$ cat config.mk
export PLATFORM = sky130hd
export DESIGN_NAME = riscv_irq_event_unit
export DESIGN_NICKNAME = d
export VERILOG_FILES = /design/src/rtl/riscv_defines.sv /design/src/rtl/riscv_event_capture.sv /design/src/rtl/riscv_irq_event_unit.sv
export SDC_FILE = /design/constraint.sdc
export NUM_CORES = 1
export LEC_CHECK = 0
export ABC_AREA = 1
export CAP_MARGIN = 20
export CELL_PAD_IN_SITES_DETAIL_PLACEMENT = 0
export CELL_PAD_IN_SITES_GLOBAL_PLACEMENT = 2
export CORE_MARGIN = 2
export CORE_UTILIZATION = 32
export DETAILED_ROUTE_END_ITERATION = 8
export GPL_TIMING_DRIVEN = 1
export PLACE_DENSITY_LB_ADDON = 0.1
export SLEW_MARGIN = 20
export SYNTH_ARGS = -nofsm -noshare
export SYNTH_HDL_FRONTEND = slang
export SYNTH_SLANG_ARGS = --single-unit
$ cat constraint.sdc
create_clock -name clk -period 4.6 [get_ports clk]
set_input_delay 0.69 -clock clk [delete_from_list [all_inputs] [get_ports clk]]
set_output_delay 0.69 -clock clk [all_outputs]
set_load 0.02 [all_outputs]
$ cat src/rtl/riscv_defines.sv
// Shared definitions for the platform event/interrupt unit: register map,
// bus FSM state type and small helper functions.
package riscv_defines;

    localparam logic [4:0] EVT_REG_MASK    = 5'h00;
    localparam logic [4:0] EVT_REG_PENDING = 5'h04;
    localparam logic [4:0] EVT_REG_SET     = 5'h08;
    localparam logic [4:0] EVT_REG_CLEAR   = 5'h0C;
    localparam logic [4:0] EVT_REG_TYPE    = 5'h10;
    localparam logic [4:0] EVT_REG_ID      = 5'h14;

    localparam logic [5:0] ID_NONE = 6'h20;

    typedef enum logic [0:0] {
        BUS_IDLE = 1'b0,
        BUS_RESP = 1'b1
    } bus_state_e;

    // Lowest set bit index, ID_NONE when the vector is empty.
    function automatic logic [5:0] lowest_set(input logic [31:0] v);
        lowest_set = ID_NONE;
        for (int i = 31; i >= 0; i--) begin
            if (v[i]) lowest_set = 6'(i);
        end
    endfunction

    function automatic logic [31:0] impl_mask(input int n);
        for (int i = 0; i < 32; i++) begin
            impl_mask[i] = (i < n);
        end
    endfunction

endpackage

$ cat src/rtl/riscv_event_capture.sv
// Per-line event detect: level lines request every cycle they are high,
// edge lines request only on a 0->1 transition seen against a history flop.
module riscv_event_capture #(
    parameter int N_EVENTS = 32
) (
    input  logic                clk,
    input  logic                rst_n,
    input  logic [N_EVENTS-1:0] event_i,
    input  logic [N_EVENTS-1:0] type_i,
    output logic [N_EVENTS-1:0] set_o
);

    logic [N_EVENTS-1:0] hist_q;

    always_ff @(posedge clk or negedge rst_n) begin
        if (!rst_n) begin
            hist_q <= '0;
        end else begin
            hist_q <= event_i;
        end
    end

    assign set_o = (type_i & event_i & ~hist_q) | (~type_i & event_i);

endmodule

$ cat src/rtl/riscv_irq_event_unit.sv
// Event-to-interrupt unit: pending/mask/type registers, set-beats-clear merge,
// core acknowledge retirement and a two-state register bus responder.
module riscv_irq_event_unit
    import riscv_defines::*;
#(
    parameter int N_EVENTS = 32,
    parameter int ADDR_W   = 5
) (
    input  logic                clk,
    input  logic                rst_n,
    input  logic [N_EVENTS-1:0] event_i,
    output logic [31:0]         irq_o,
    input  logic                irq_ack_i,
    input  logic [4:0]          irq_id_i,
    input  logic                bus_req_i,
    input  logic                bus_we_i,
    input  logic [ADDR_W-1:0]   bus_addr_i,
    input  logic [31:0]         bus_wdata_i,
    output logic                bus_gnt_o,
    output logic                bus_rvalid_o,
    output logic [31:0]         bus_rdata_o
);

    localparam logic [31:0] IMPL = impl_mask(N_EVENTS);

    bus_state_e          state_q, state_d;
    logic [31:0]         mask_q, mask_d;
    logic [31:0]         type_q, type_d;
    logic [31:0]         pending_q, pending_d;
    logic [31:0]         rdata_q, rdata_d;
    logic [N_EVENTS-1:0] cap_set;
    logic [31:0]         evt_set, ack_clr, set_wr, clr_wr;
    logic [ADDR_W-1:0]   addr_w;
    logic                access;
    logic [5:0]          irq_id;
    logic                unused_addr_bits;

    riscv_event_capture #(.N_EVENTS(N_EVENTS)) u_capture (
        .clk     (clk),
        .rst_n   (rst_n),
        .event_i (event_i),
        .type_i  (type_q[N_EVENTS-1:0]),
        .set_o   (cap_set)
    );

    // Byte-lane bits of the address carry no meaning in a word-only window.
    assign addr_w           = {bus_addr_i[ADDR_W-1:2], 2'b00};
    assign unused_addr_bits = ^bus_addr_i[1:0];

    assign access       = (state_q == BUS_IDLE) && bus_req_i;
    assign bus_gnt_o    = access;
    assign bus_rvalid_o = (state_q == BUS_RESP);
    assign bus_rdata_o  = rdata_q;
    assign irq_o        = pending_q & mask_q;
    assign irq_id       = lowest_set(irq_o);

    always_comb begin
        evt_set = '0;
        for (int i = 0; i < N_EVENTS; i++) begin
            evt_set[i] = cap_set[i];
        end
        ack_clr = '0;
        if (irq_ack_i && (32'(irq_id_i) < 32'(N_EVENTS))) begin
            ack_clr[irq_id_i] = 1'b1;
        end
    end

    always_comb begin
        mask_d  = mask_q;
        type_d  = type_q;
        set_wr  = '0;
        clr_wr  = '0;
        rdata_d = '0;
        state_d = (state_q == BUS_RESP) ? BUS_IDLE : (bus_req_i ? BUS_RESP : BUS_IDLE);
        if (access && bus_we_i) begin
            case (addr_w)
                ADDR_W'(EVT_REG_MASK):  mask_d = bus_wdata_i & IMPL;
                ADDR_W'(EVT_REG_TYPE):  type_d = bus_wdata_i & IMPL;
                ADDR_W'(EVT_REG_SET):   set_wr = bus_wdata_i;
                ADDR_W'(EVT_REG_CLEAR): clr_wr = bus_wdata_i;
                default: ;
            endcase
        end else if (access) begin
            case (addr_w)
                ADDR_W'(EVT_REG_MASK):    rdata_d = mask_q;
                ADDR_W'(EVT_REG_PENDING): rdata_d = pending_q;
                ADDR_W'(EVT_REG_TYPE):    rdata_d = type_q;
                ADDR_W'(EVT_REG_ID):      rdata_d = {26'b0, irq_id};
                default:                  rdata_d = '0;
            endcase
        end
        // Sets are applied after clears so a same-cycle event is never lost.
        pending_d = ((pending_q & ~(ack_clr | clr_wr)) | evt_set | set_wr) & IMPL;
    end

    always_ff @(posedge clk or negedge rst_n) begin
        if (!rst_n) begin
            state_q   <= BUS_IDLE;
            mask_q    <= '0;
            type_q    <= '0;
            pending_q <= '0;
            rdata_q   <= '0;
        end else begin
            state_q   <= state_d;
            mask_q    <= mask_d;
            type_q    <= type_d;
            pending_q <= pending_d;
            rdata_q   <= rdata_d;
        end
    end

endmodule

==> flow_summary.ini, run 1 <==
[clock_tree]
numCtsBuffers = 17
insertion_delay_ns = 0.43
h-tree-depth = 4
clkTransAtPathRegs_ns = 0.07
clock-root-buffer = clkbuf_16
post_cts_buffers = 0
clock_sinks = 161
cts_resized = 0
tritoncts = built
hold_buffers = 0
cts_buffer_depth = 2

[outcome]
outcome = complete, no violations

[timing]
setup_slack_ns = 1.88
slew_violations = 0
worstMarginPinSlew_ns = 0.950
post-route-min-period_ns = 2.72
setup_tns_ns = 0
rsz0062_at_grt = false
finalSetupViolations = 0
max_freq_ghz = 0.368
period_share_pct = 59.1
hold_viol = 0
fin_skew_ns = 0.00909
slew_headroom_pct = 36.2

[place]
dp.cells = 1343
port_buffers = 142
finalWeightedCongestion = 0.776
hpwl_microns = 16200
pre_cts_ws_ns = 1.70

[setup_path]
worstSetupPathType = in -> out
cp_max_fo = 3
ff2ff_setup_slack_ns = 2.14
cp-startpoint = bus_req_i
required_ns = 3.91
critical_path_arrival_ns = 2.03
endpoint_kind = output pin
crit_end = bus_gnt_o
critPathLaunchType = input pin
ff2ff_path_depth = 34
r2r-end = bus_rdata_o[0]$_DFF_PN0_
r2r_start = mask_q[31]$_DFFE_PN0P_

[logic_synthesis]
ys_types = 27
yosysWarnings = 0
synth_ff_type = dfrtp_1
synth_nets = 1015
ys_seq_area_share_pct = 54.3
synth_top_area_share_pct = 54.3
synthTopCellsByCount = 354 x nand2_1, 161 x dfrtp_1, 142 x nand3_1
synth_most_common_cell = nand2_1
synth-edff-count = 0
syn_area_per_cell_sq_um = 7.92
netlist_area_sq_um = 7420
async_reset_ff_share_pct = 100
synth_top_area_cell = dfrtp_1
synthesis.instances = 936
synth_area_leaders = dfrtp_1 54%, nand2_1 18%, nand3_1 9.6%
synth_seq_cells = 161

[route]
drt-total-wl_microns = 23600
first_pass_iters = 5
vias = 6604
final_antenna_net_count = 0
wire_per_inst_microns = 17.2
drt-vias-per-instance = 4.80
drcViolationCount = 0
drt_iter0_drc = 344

[global_routing]
grt_max_degree = 104
gr-total-overflow = 0
grt_use_total_pct = 20.1
grt_pass1_vias = 6566
antenna_found_initial = 0
grt_pass1_wl_microns = 36900

[die]
die_x_microns = 156
std_cell_rows = 55
initial_core_util_pct = 32.7
boundaryPins = 145
fp.dieH_microns = 156
core_sq_um = 22700
die_area_sq_um = 24400

[final_layout]
fin_cells = 1375
area_delta_synth_final_pct = 32.7
antenna_cells = 0
finalNetCount = 1156
layout-drive-gt1-share_pct = 7.34

[power]
p_leak_nw = 4.85
finalPower_mw = 4.09
ir_worst_vdd_v = 0.000186
power_density_nw_per_um2 = 416

[flow_run]
cap_violations = 0

[min_path]
hold_class = in -> async
==> per-stage QoR <==
stage / hold WS (ns) / area [sq um] / utilization [%]
after detailed placement: 0.466 / 9210 / 40.5
after global placement: 0.454 / 9210 / 40.5
final: 0.313 / 9840 / 43.3
after global routing: 0.429 / 9840 / 43.3
after CTS: 0.441 / 9840 / 43.3
after floorplan: 0.394 / 7420 / -
==> flip-flops by register name (all words and copies together) (netlist names) <==
name,count
bus_rdata_o,32
bus_rvalid_o,1
mask_q,32
pending_q,32
type_q,32
u_capture.hist_q,32
==> per-layer routing <==
layer | track usage [%] | vias up | wire length [microns]
li1 | - | 3273 | -
met1 | 27.2 | 3161 | 10900
met2 | 33.8 | 150 | 11300
met3 | 3.38 | 20 | 1110
met4 | 4.89 | 0 | 306
met5 | 0 | - | 0
==> placed cells by master (no fill, tap or decap), types with 3 or more instances in the layout <==
master and n:
a21oi_1 3, nand2_2 3, a32oi_1 8, o21ai_0 13
nand2_1 352, clkbuf_16 17, inv_1 99, nand3_1 142
o21ai_1 53, a41oi_1 4, clkinv_2 3, bufinv_16 4
buf_4 16, nand2_4 11, nor2_1 14, clkdlybuf4s50_1 141
nor3_1 11, inv_6 4, dfrtp_1 161, inv_2 11
==> cells by family after synthesis <==
kind of cell	count (synthesis)	synth area share (%)
simple gates	541	31.4
flops	161	54.3
buf+inv	146	7.39
compound gates	88	6.85
==> worst max-delay path: stages <==
cell	delay, ns
clkdlybuf4s50_1	0.45
inv_1	0.03
nor2_1	0.20
clkdlybuf4s50_1	0.66
==> worst min-delay path by stage <==
stage	slack, ns	endpoint	depth (start not counted)
5_1_grt	0.43	u_capture.hist_q[9]$_DFF_PN0_	1
2_1_floorplan	0.39	bus_rdata_o[0]$_DFF_PN0_	0
6_report	0.31	type_q[9]$_DFFE_PN0P_	1
3_5_place_dp	0.47	bus_rvalid_o$_DFF_PN0_	1
3_3_place_gp	0.45	bus_rvalid_o$_DFF_PN0_	1
4_1_cts	0.44	type_q[9]$_DFFE_PN0P_	1
==> area by class of cell <==
type                            count  area (sq um)
Clock buffer                       17           425
Clock inverter                     15           206
Fill cell                        2340         12900
Inverter                          110           413
Multi-Input combinational cell    629          2860
Sequential cell                   161          4030
Tap cell                          285           357
Timing Repair Buffer              158          1550
==> report_power, final <==
part	internal, mW	switching, mW	total [mW]
combinational	0.352	0.515	0.867
sequential	1.56	0.122	1.69
clock	0.918	0.623	1.54
(Power assumes the default switching activity.)
==> run 2, diff against run 1 <==
--- a/config.mk
+++ b/config.mk
@@ -10,7 +10,7 @@
 export CELL_PAD_IN_SITES_DETAIL_PLACEMENT = 0
 export CELL_PAD_IN_SITES_GLOBAL_PLACEMENT = 2
 export CORE_MARGIN = 2
-export CORE_UTILIZATION = 32
+export CORE_UTILIZATION = 27
 export DETAILED_ROUTE_END_ITERATION = 8
 export GPL_TIMING_DRIVEN = 1
 export PLACE_DENSITY_LB_ADDON = 0.1
==> constraint.sdc (replaced) <==
create_clock -name clk -period 2.4 [get_ports clk]
set_input_delay 0.36 -clock clk [delete_from_list [all_inputs] [get_ports clk]]
set_output_delay 0.36 -clock clk [all_outputs]
set_load 0.02 [all_outputs]
==> flow_summary.ini, run 2 (synthesis gave the netlist of run 1 again) <==
[outcome]
outcome = complete, no violations

[clock_tree]
clock-root-buffer = clkbuf_16
numCtsBuffers = 17
cts_buffer_depth = 2
tritoncts = built
clock_sinks = 161
clkTransAtPathRegs_ns = 0.07
insertion_delay_ns = 0.42
h-tree-depth = 4

[min_path]
min_to = u_capture.hist_q[24]$_DFF_PN0_
worstHoldStart = event_i[24]
hold_depth = 1
hold_class = in -> reg

[setup_path]
cp_max_fo = 2
critical_path_arrival_ns = 2.64
worstSetupPathType = reg -> reg
required_ns = 2.70
r2r_start = pending_q[31]$_DFF_PN0_
endpoint_kind = flip-flop
cp-startpoint = pending_q[31]$_DFF_PN0_
slowest_delay_ns = 0.39
critPathLaunchType = flip-flop
critical-path-slowest-cell = dfrtp_1
ff2ff_path_depth = 34
r2r-end = bus_rdata_o[0]$_DFF_PN0_
ff2ff_setup_slack_ns = 0.07
cpMostUsedCell = nand2_1

[final_layout]
antenna_cells = 0
area_delta_synth_final_pct = 36.9
seqCellArea_sq_um = 4030
mostFrequentLayoutCells = 351 x nand2_1, 161 x dfrtp_1, 142 x nand3_1
layout-drive-gt1-share_pct = 8.84
multiInputGateArea_sq_um = 2870
finalNetCount = 1175
design_area_sq_um = 10200
num-fill-cells = 2806
layout_commonest_cell = nand2_1

[place]
finalWeightedCongestion = 0.745
pre_cts_ws_ns = 0.0339
port_buffers = 142
hpwl_microns = 17400
placed_cell_area_sq_um = 9560

[global_routing]
antenna_found_initial = 0
gr-total-overflow = 0
grt_use_total_pct = 18.1
grt_max_degree = 65
grt_pass1_wl_microns = 39100
grt_pass1_vias = 6707

[route]
wire_per_inst_microns = 17.2
vias = 6606
final_antenna_net_count = 0
drcViolationCount = 0
drt-vias-per-instance = 4.56
drt_iter0_drc = 393
drt-total-wl_microns = 25000
first_pass_iters = 5

[timing]
rsz0062_at_grt = true
max_freq_ghz = 0.429
finalSetupViolations = 0
setup_slack_ns = 0.0663
period_share_pct = 97.2
setup_tns_ns = 0
worstMarginPinSlew_ns = 0.715
slew_headroom_pct = 52.3
slew_violations = 0
post-route-min-period_ns = 2.33
fin_skew_ns = 0.00899
holdWs_ns = 0.399
hold_viol = 0

[die]
boundaryPins = 145
initial_core_util_pct = 27.5
std_cell_rows = 60
fp.dieH_microns = 170
die_area_sq_um = 28800
core_sq_um = 27000
die_x_microns = 170

[power]
finalPower_mw = 7.67
ir_worst_vdd_v = 0.000347
p_leak_nw = 4.97
power_density_nw_per_um2 = 756

[flow_run]
cap_violations = 0
==> run 2: cell types whose count changed in the layout (fill, tap and decap cells not counted), sizes merged <==
cell,before,now
clkbuf,18,20
buf,16,35
clkinvlp,1,2
bufinv,4,1
inv,115,114
dlygate4sd3,0,1
==> run 2: metal layers <==
| metal | wire length, microns | up-vias | global-route usage, % | part of all wire [%] |
|---|---|---|---|---|
| met5 | 0 | - | 0 | 0 |
| met4 | 185 | 0 | 3.75 | 0.74 |
| met3 | 812 | 10 | 3.01 | 3.3 |
| met2 | 12000 | 138 | 29.7 | 48 |
| met1 | 12000 | 3145 | 25.1 | 48 |
| li1 | - | 3313 | - | - |
==> run 2: area by class of cell <==
class                           count  area share [%]
Tap cell                          341            4.20
Clock inverter                     12            1.21
Timing Repair Buffer              177            18.1
Clock buffer                       20            4.50
Multi-Input combinational cell    629            28.2
Inverter                          110            4.07
Sequential cell                   161            39.7
==> run 2: worst max path at each step <==
stage | endpoint | slack [ns]
final | bus_rdata_o[0]$_DFF_PN0_ | 0.07
after detailed placement | bus_rdata_o[0]$_DFF_PN0_ | 0.03
after global routing | bus_rdata_o[0]$_DFF_PN0_ | -0.29
after global placement | bus_rdata_o[0]$_DFF_PN0_ | 0.007
after floorplan | bus_rdata_o[0]$_DFF_PN0_ | 0.36
after CTS | bus_rdata_o[0]$_DFF_PN0_ | 0.01
==> run 2: through the flow <==
step / std cells / utilization (%)
global route: 1450 / 37.7
detailed placement: 1417 / 35.5
finish: 1450 / 37.7
floorplan: 936 / -
global placement: 1417 / 35.5
CTS: 1450 / 37.7
==> run 2: what timing repair did <==
item / CTS / global route
hold endpoints to repair: 59 / 0
hold buffers: 1 / 0
endpoints found under the setup margin: 0 / 1
setup buffers: 0 / 0
resized for setup: 0 / 1
==> run 2: where the power goes <==
part,internal (mW),switching (mW)
Clock,1.51,1.20
Sequential,3.00,0.236
Combinational,0.722,1.01
==> run 2: critical path: cells and delay by family (launching register included) <==
kind / cells / cell delay [ns]
AND/OR/NAND/NOR: 32 / 1.75
flip-flops: 1 / 0.39
AO/OA/AOI/OAI: 1 / 0.05
buffers and inverters: 1 / 0.04
